$ cat config.mk
export PLATFORM = sky130hd
export DESIGN_NAME = whack_a_mole_core
export DESIGN_NICKNAME = d
export VERILOG_FILES = /design/src/rtl/whack_a_mole_core.sv
export SDC_FILE = /design/constraint.sdc
export NUM_CORES = 1
export LEC_CHECK = 0
export CORE_ASPECT_RATIO = 0.75
export CORE_UTILIZATION = 30
export CTS_CLUSTER_DIAMETER = 100
export DETAILED_ROUTE_END_ITERATION = 7
export DONT_BUFFER_PORTS = 1
export GPL_ROUTABILITY_DRIVEN = 1
export PLACE_DENSITY = 0.51
export SETUP_SLACK_MARGIN = 0.2
export SLEW_MARGIN = 40
export SYNTH_ARGS = -nofsm -noshare
export SYNTH_HDL_FRONTEND = slang
export SYNTH_SLANG_ARGS = --single-unit
$ cat constraint.sdc
create_clock -name clk -period 1.93 [get_ports clk]
set_input_delay 0.193 -clock clk [delete_from_list [all_inputs] [get_ports clk]]
set_output_delay 0.193 -clock clk [all_outputs]
set_load 0.005 [all_outputs]
$ cat src/rtl/whack_a_mole_core.sv
// Four-hole whack-a-mole game core: LFSR-driven mole selection, synchronised
// edge-detected buttons, and a saturating 4-bit hit counter.
module whack_a_mole_core #(
  parameter int unsigned MOLE_TIME = 16,
  parameter int unsigned GAP_TIME  = 4,
  parameter logic [7:0]  LFSR_SEED = 8'hA5
) (
  input  logic       clk,
  input  logic       rst_n,
  input  logic       in1,
  input  logic       in2,
  input  logic       in3,
  input  logic       in4,
  output logic [3:0] count,
  output logic       mo1,
  output logic       mo2,
  output logic       mo3,
  output logic       mo4
);

  typedef enum logic {GAP, UP} state_e;

  localparam logic [7:0] GAP_LAST  = 8'(GAP_TIME - 1);
  localparam logic [7:0] MOLE_LAST = 8'(MOLE_TIME - 1);

  state_e     state_q;
  logic [7:0] timer_q;
  logic [7:0] lfsr_q;
  logic [7:0] lfsr_d;
  logic [3:0] mo_q;
  logic [3:0] count_q;
  logic [3:0] count_d;
  logic [3:0] s1_q;
  logic [3:0] s2_q;
  logic [3:0] s2d_q;
  logic [3:0] press;
  logic       hit;

  // mo_q is one-hot while UP, so masking presses with it selects the matching button.
  always_comb begin
    press   = s2_q & ~s2d_q;
    hit     = |(press & mo_q);
    lfsr_d  = {lfsr_q[6:0], lfsr_q[7] ^ lfsr_q[5] ^ lfsr_q[4] ^ lfsr_q[3]};
    count_d = (count_q == 4'hF) ? count_q : count_q + 4'd1;
  end

  always_ff @(posedge clk or negedge rst_n) begin
    if (!rst_n) begin
      state_q <= GAP;
      timer_q <= '0;
      lfsr_q  <= LFSR_SEED;
      mo_q    <= '0;
      count_q <= '0;
      s1_q    <= '0;
      s2_q    <= '0;
      s2d_q   <= '0;
    end else begin
      s1_q   <= {in4, in3, in2, in1};
      s2_q   <= s1_q;
      s2d_q  <= s2_q;
      lfsr_q <= lfsr_d;
      case (state_q)
        GAP: begin
          if (timer_q == GAP_LAST) begin
            state_q <= UP;
            timer_q <= '0;
            mo_q    <= 4'(4'b0001 << lfsr_q[1:0]);
          end else begin
            timer_q <= timer_q + 8'd1;
          end
        end
        UP: begin
          if (hit) begin
            count_q <= count_d;
            mo_q    <= '0;
            state_q <= GAP;
            timer_q <= '0;
          end else if (timer_q == MOLE_LAST) begin
            mo_q    <= '0;
            state_q <= GAP;
            timer_q <= '0;
          end else begin
            timer_q <= timer_q + 8'd1;
          end
        end
        default: begin
          state_q <= GAP;
          timer_q <= '0;
          mo_q    <= '0;
        end
      endcase
    end
  end

  assign count = count_q;
  assign {mo4, mo3, mo2, mo1} = mo_q;

endmodule

==> results.toml <==
[cts]
clock_slew_at_reported_path_ffs_ns = 0.08
cts_inserted_buffers = 5
cts_tree = "yes"
tritoncts_num_sinks = 37
cts-root-buf = "sky130_fd_sc_hd__clkbuf_8"
cts.repair_timing.setup_buffer_count = 0
max-clock-path-buffers = 2
htree_levels = 2
clock_insertion_delay_worst_skew_ns = 0.29

[synth]
yosysWarnings = 0
syn_nets = 118
synthesis.instances = 110
synth_top_area_share_pct = 57.49
post-synth-top-area-cell = "sky130_fd_sc_hd__dfrtp_1"
yosysSeqAreaShare_pct = 64.81
postSynth.asyncResetShare_pct = 100.0
netlist_area_sq_um = 1436
synth_area_leaders = "sky130_fd_sc_hd__dfrtp_1 (57%), sky130_fd_sc_hd__dfstp_2 (7.3%), sky130_fd_sc_hd__xnor2_1 (3.7%)"
postSynthAreaPerCell_sq_um = 13.06
ys_ff_latch = 37
synth_enable_flop_cells = 0
synthMostInstantiatedCell = "sky130_fd_sc_hd__dfrtp_1"
synth.lib_cells_used.distinct = 31
yosys-top-cells-count = "sky130_fd_sc_hd__dfrtp_1 (33), sky130_fd_sc_hd__nand2_1 (11), sky130_fd_sc_hd__a21oi_1 (10)"
synth_flop_cell = "sky130_fd_sc_hd__dfrtp_1"

[power_and_ir_drop]
pwr_density_cell_nw_per_um2 = 1237
fin_total_pwr_uw = 2054
irDropWorstVdd_mv = 0.4905
leakagePower_uw = 0.0007129

[sta]
totalNegativeSetupSlack_ns = 0
final.period_utilization_pct = 80.87
period_minus_slack_ns = 1.561
slew-limit-headroom_pct = 72.51
grt_setup_unrepaired = "no"
timing.final.setup_violations = 0
whs_ns = 0.3536
fin_worst_skew_ns = 0.007528
maximum_clock_rate_mhz = 640.7
finalHoldViolCount = 0
max_slew_violation_total_from_the_final_report = 0
tightest_slew_ns = 0.4093

[critical_path]
reg2reg_launch_point = "timer_q[5]"
regToRegSetupSlack_ns = 0.37
cp_data_arrival_time_ns = 1.73
cp_data_required_time_ns = 2.10
timing.reg2reg.worst_path_depth = 4
setup.worst_path.end_class = "register"
timing.setup.critical_path_class = "reg2reg"
startpoint_type = "register"
crit_fanout = 7
regToRegEndpoint = "timer_q[4]"

[floorplanning]
floorplan.initialDensity_pct = 31.78
fp.dieArea_sq_um = 5072
die_h_um = 61.93
rows = 21
die_w_um = 81.90
boundaryPins = 14
fp.coreArea_sq_um = 4519

[routing]
firstDrtPassIters = 4
initialDrtViolationCount = 25
via_count = 866
wl_um = 2390
number_of_nets_with_antenna_violations_after_detailed_routing = 0
drc = 0
detail_route.vias_per_cell = 4.838
routedWlPerCell_um = 13.35

[final_layout]
fillCellCount = 462
regArea_sq_um = 930.9
nNetsFinal = 129
final_layout_size_suffix_gt1_share_pct = 18.85
num_antenna_cells = 0
multi_input_area_sq_um = 479.2
layout-area-overhead-vs-synth_pct = 15.59
final_cells = 179
finish.instance_area_sq_um = 1660

[grt]
tot_gr_track_use_pct = 11.59
met3_track_demand_over_resource_in_global_routing_pct = 5.109
grt.busiest_layer = "met2"
met2_usage_pct = 17.59
grt_max_degree = 38
first_global_vias = 879
global_route_met1_utilization_pct = 13.86
number_of_antenna_violations_at_the_first_check_in_global_routing = 0
gr-total-overflow = 0
first_pass_grt_wire_length_um = 4043

[place]
postPlaceCellArea_sq_um = 1498
port_buffers = 0
place.detailed.hpwl_um = 1626
placed_cell_count = 165
gp_congestion = 0.7217

[hold_path]
worstHoldPathType = "in2async"

[run]
drv.max_cap_violation_count = 0

[run_status]
outcome = "complete, no violations"
-- where the power goes --
| part | internal, uW | switching [uW] | total [uW] | leakage (uW) |
|---|---|---|---|---|
| clock | 256 | 284 | 540 | 0.0000445 |
| sequential | 895 | 132 | 1030 | 0.000459 |
| combinational | 223 | 264 | 487 | 0.000209 |
| total | 1370 | 680 | 2050 | 0.000713 |
-- critical path: stages, from the launching register on --
cell and delay [ns]:
sky130_fd_sc_hd__dfrtp_1 0.45, sky130_fd_sc_hd__nor4_4 0.46, sky130_fd_sc_hd__nand2_1 0.24, sky130_fd_sc_hd__nand4_4 0.20, sky130_fd_sc_hd__a21oi_1 0.09
-- per-layer routing --
metal / share of wire (%) / up-vias / wire length [um]
met1: 48 / 435 / 1158
met2: 43 / 18 / 1029
met3: 6.4 / 5 / 154
met4: 2.0 / 0 / 47
met5: 0 / - / 0
li1: - / 408 / -
-- worst max-delay path by stage --
| stage | slack (ns) | from | depth (start not counted) | endpoint |
|---|---|---|---|---|
| 4_1_cts | 0.34 | timer_q[0] | 5 | timer_q[4] |
| 2_1_floorplan | 0.50 | count[0] | 5 | count[1] |
| 6_report | 0.37 | timer_q[5] | 4 | timer_q[4] |
| 3_5_place_dp | 0.35 | timer_q[0] | 5 | timer_q[4] |
| 3_3_place_gp | 0.42 | mo_q[3] | 4 | count[1] |
| 5_1_grt | 0.25 | timer_q[5] | 4 | timer_q[6] |
-- logic make-up (layout without fill, tap and decap cells) --
| kind of cell | after synthesis | after routing | share of synthesized area (%) |
|---|---|---|---|
| buffers and inverters | 6 | 18 | 2.003 |
| muxes | 1 | 1 | 0.7839 |
| DFF | 37 | 37 | 64.81 |
| and+or+nand+nor | 29 | 29 | 12.81 |
| AOI/OAI and AO/OA | 23 | 23 | 10.54 |
| xor gates and xnor gates | 12 | 12 | 7.317 |
| adders and majority gates | 2 | 2 | 1.742 |
-- cell type report --
type,count,share of cell area (%)
inverter,3,0.6782
clock inverter,3,1.281
timing repair buffer,7,4.672
tap,57,4.295
clock buffer,5,4.145
multi-input combinational,67,28.86
sequential,37,56.07
-- registers in the layout, indices dropped and copies added (netlist names) --
register and count:
s2d_q 4, s1_q 4, mo_q 4, s2_q 4
state_q 1, timer_q 8, lfsr_q 8, count 4
-- stage by stage --
step	setup WS (ns)	utilization, %
after floorplan	0.4978	-
after global placement	0.4186	33.14
after detailed placement	0.3524	33.14
after CTS	0.3356	36.68
after global routing	0.2495	36.74
final	0.3691	36.74
-- cell usage in the layout (no fill, tap or decap), types with 2 or more instances in the layout --
cell type                        n
sky130_fd_sc_hd__a21boi_0        2
sky130_fd_sc_hd__a21oi_1        10
sky130_fd_sc_hd__a32oi_1         4
sky130_fd_sc_hd__clkbuf_8        5
sky130_fd_sc_hd__dfrtp_1        33
sky130_fd_sc_hd__dfstp_2         4
sky130_fd_sc_hd__dlygate4sd3_1   5
sky130_fd_sc_hd__ha_1            2
sky130_fd_sc_hd__inv_1           3
sky130_fd_sc_hd__nand2_1        11
sky130_fd_sc_hd__nand3_1         6
sky130_fd_sc_hd__nand4_1         2
sky130_fd_sc_hd__o21ai_0         3
sky130_fd_sc_hd__xnor2_1         6
sky130_fd_sc_hd__xor2_1          6
-- repair_timing --
action | in CTS | in global routing
hold buffers | 6 | 0
endpoints found under the setup margin | 0 | 4
hold endpoints to repair | 41 | 0
resized for setup | 0 | 1
Note: power is estimated with default switching activity, not from simulation.
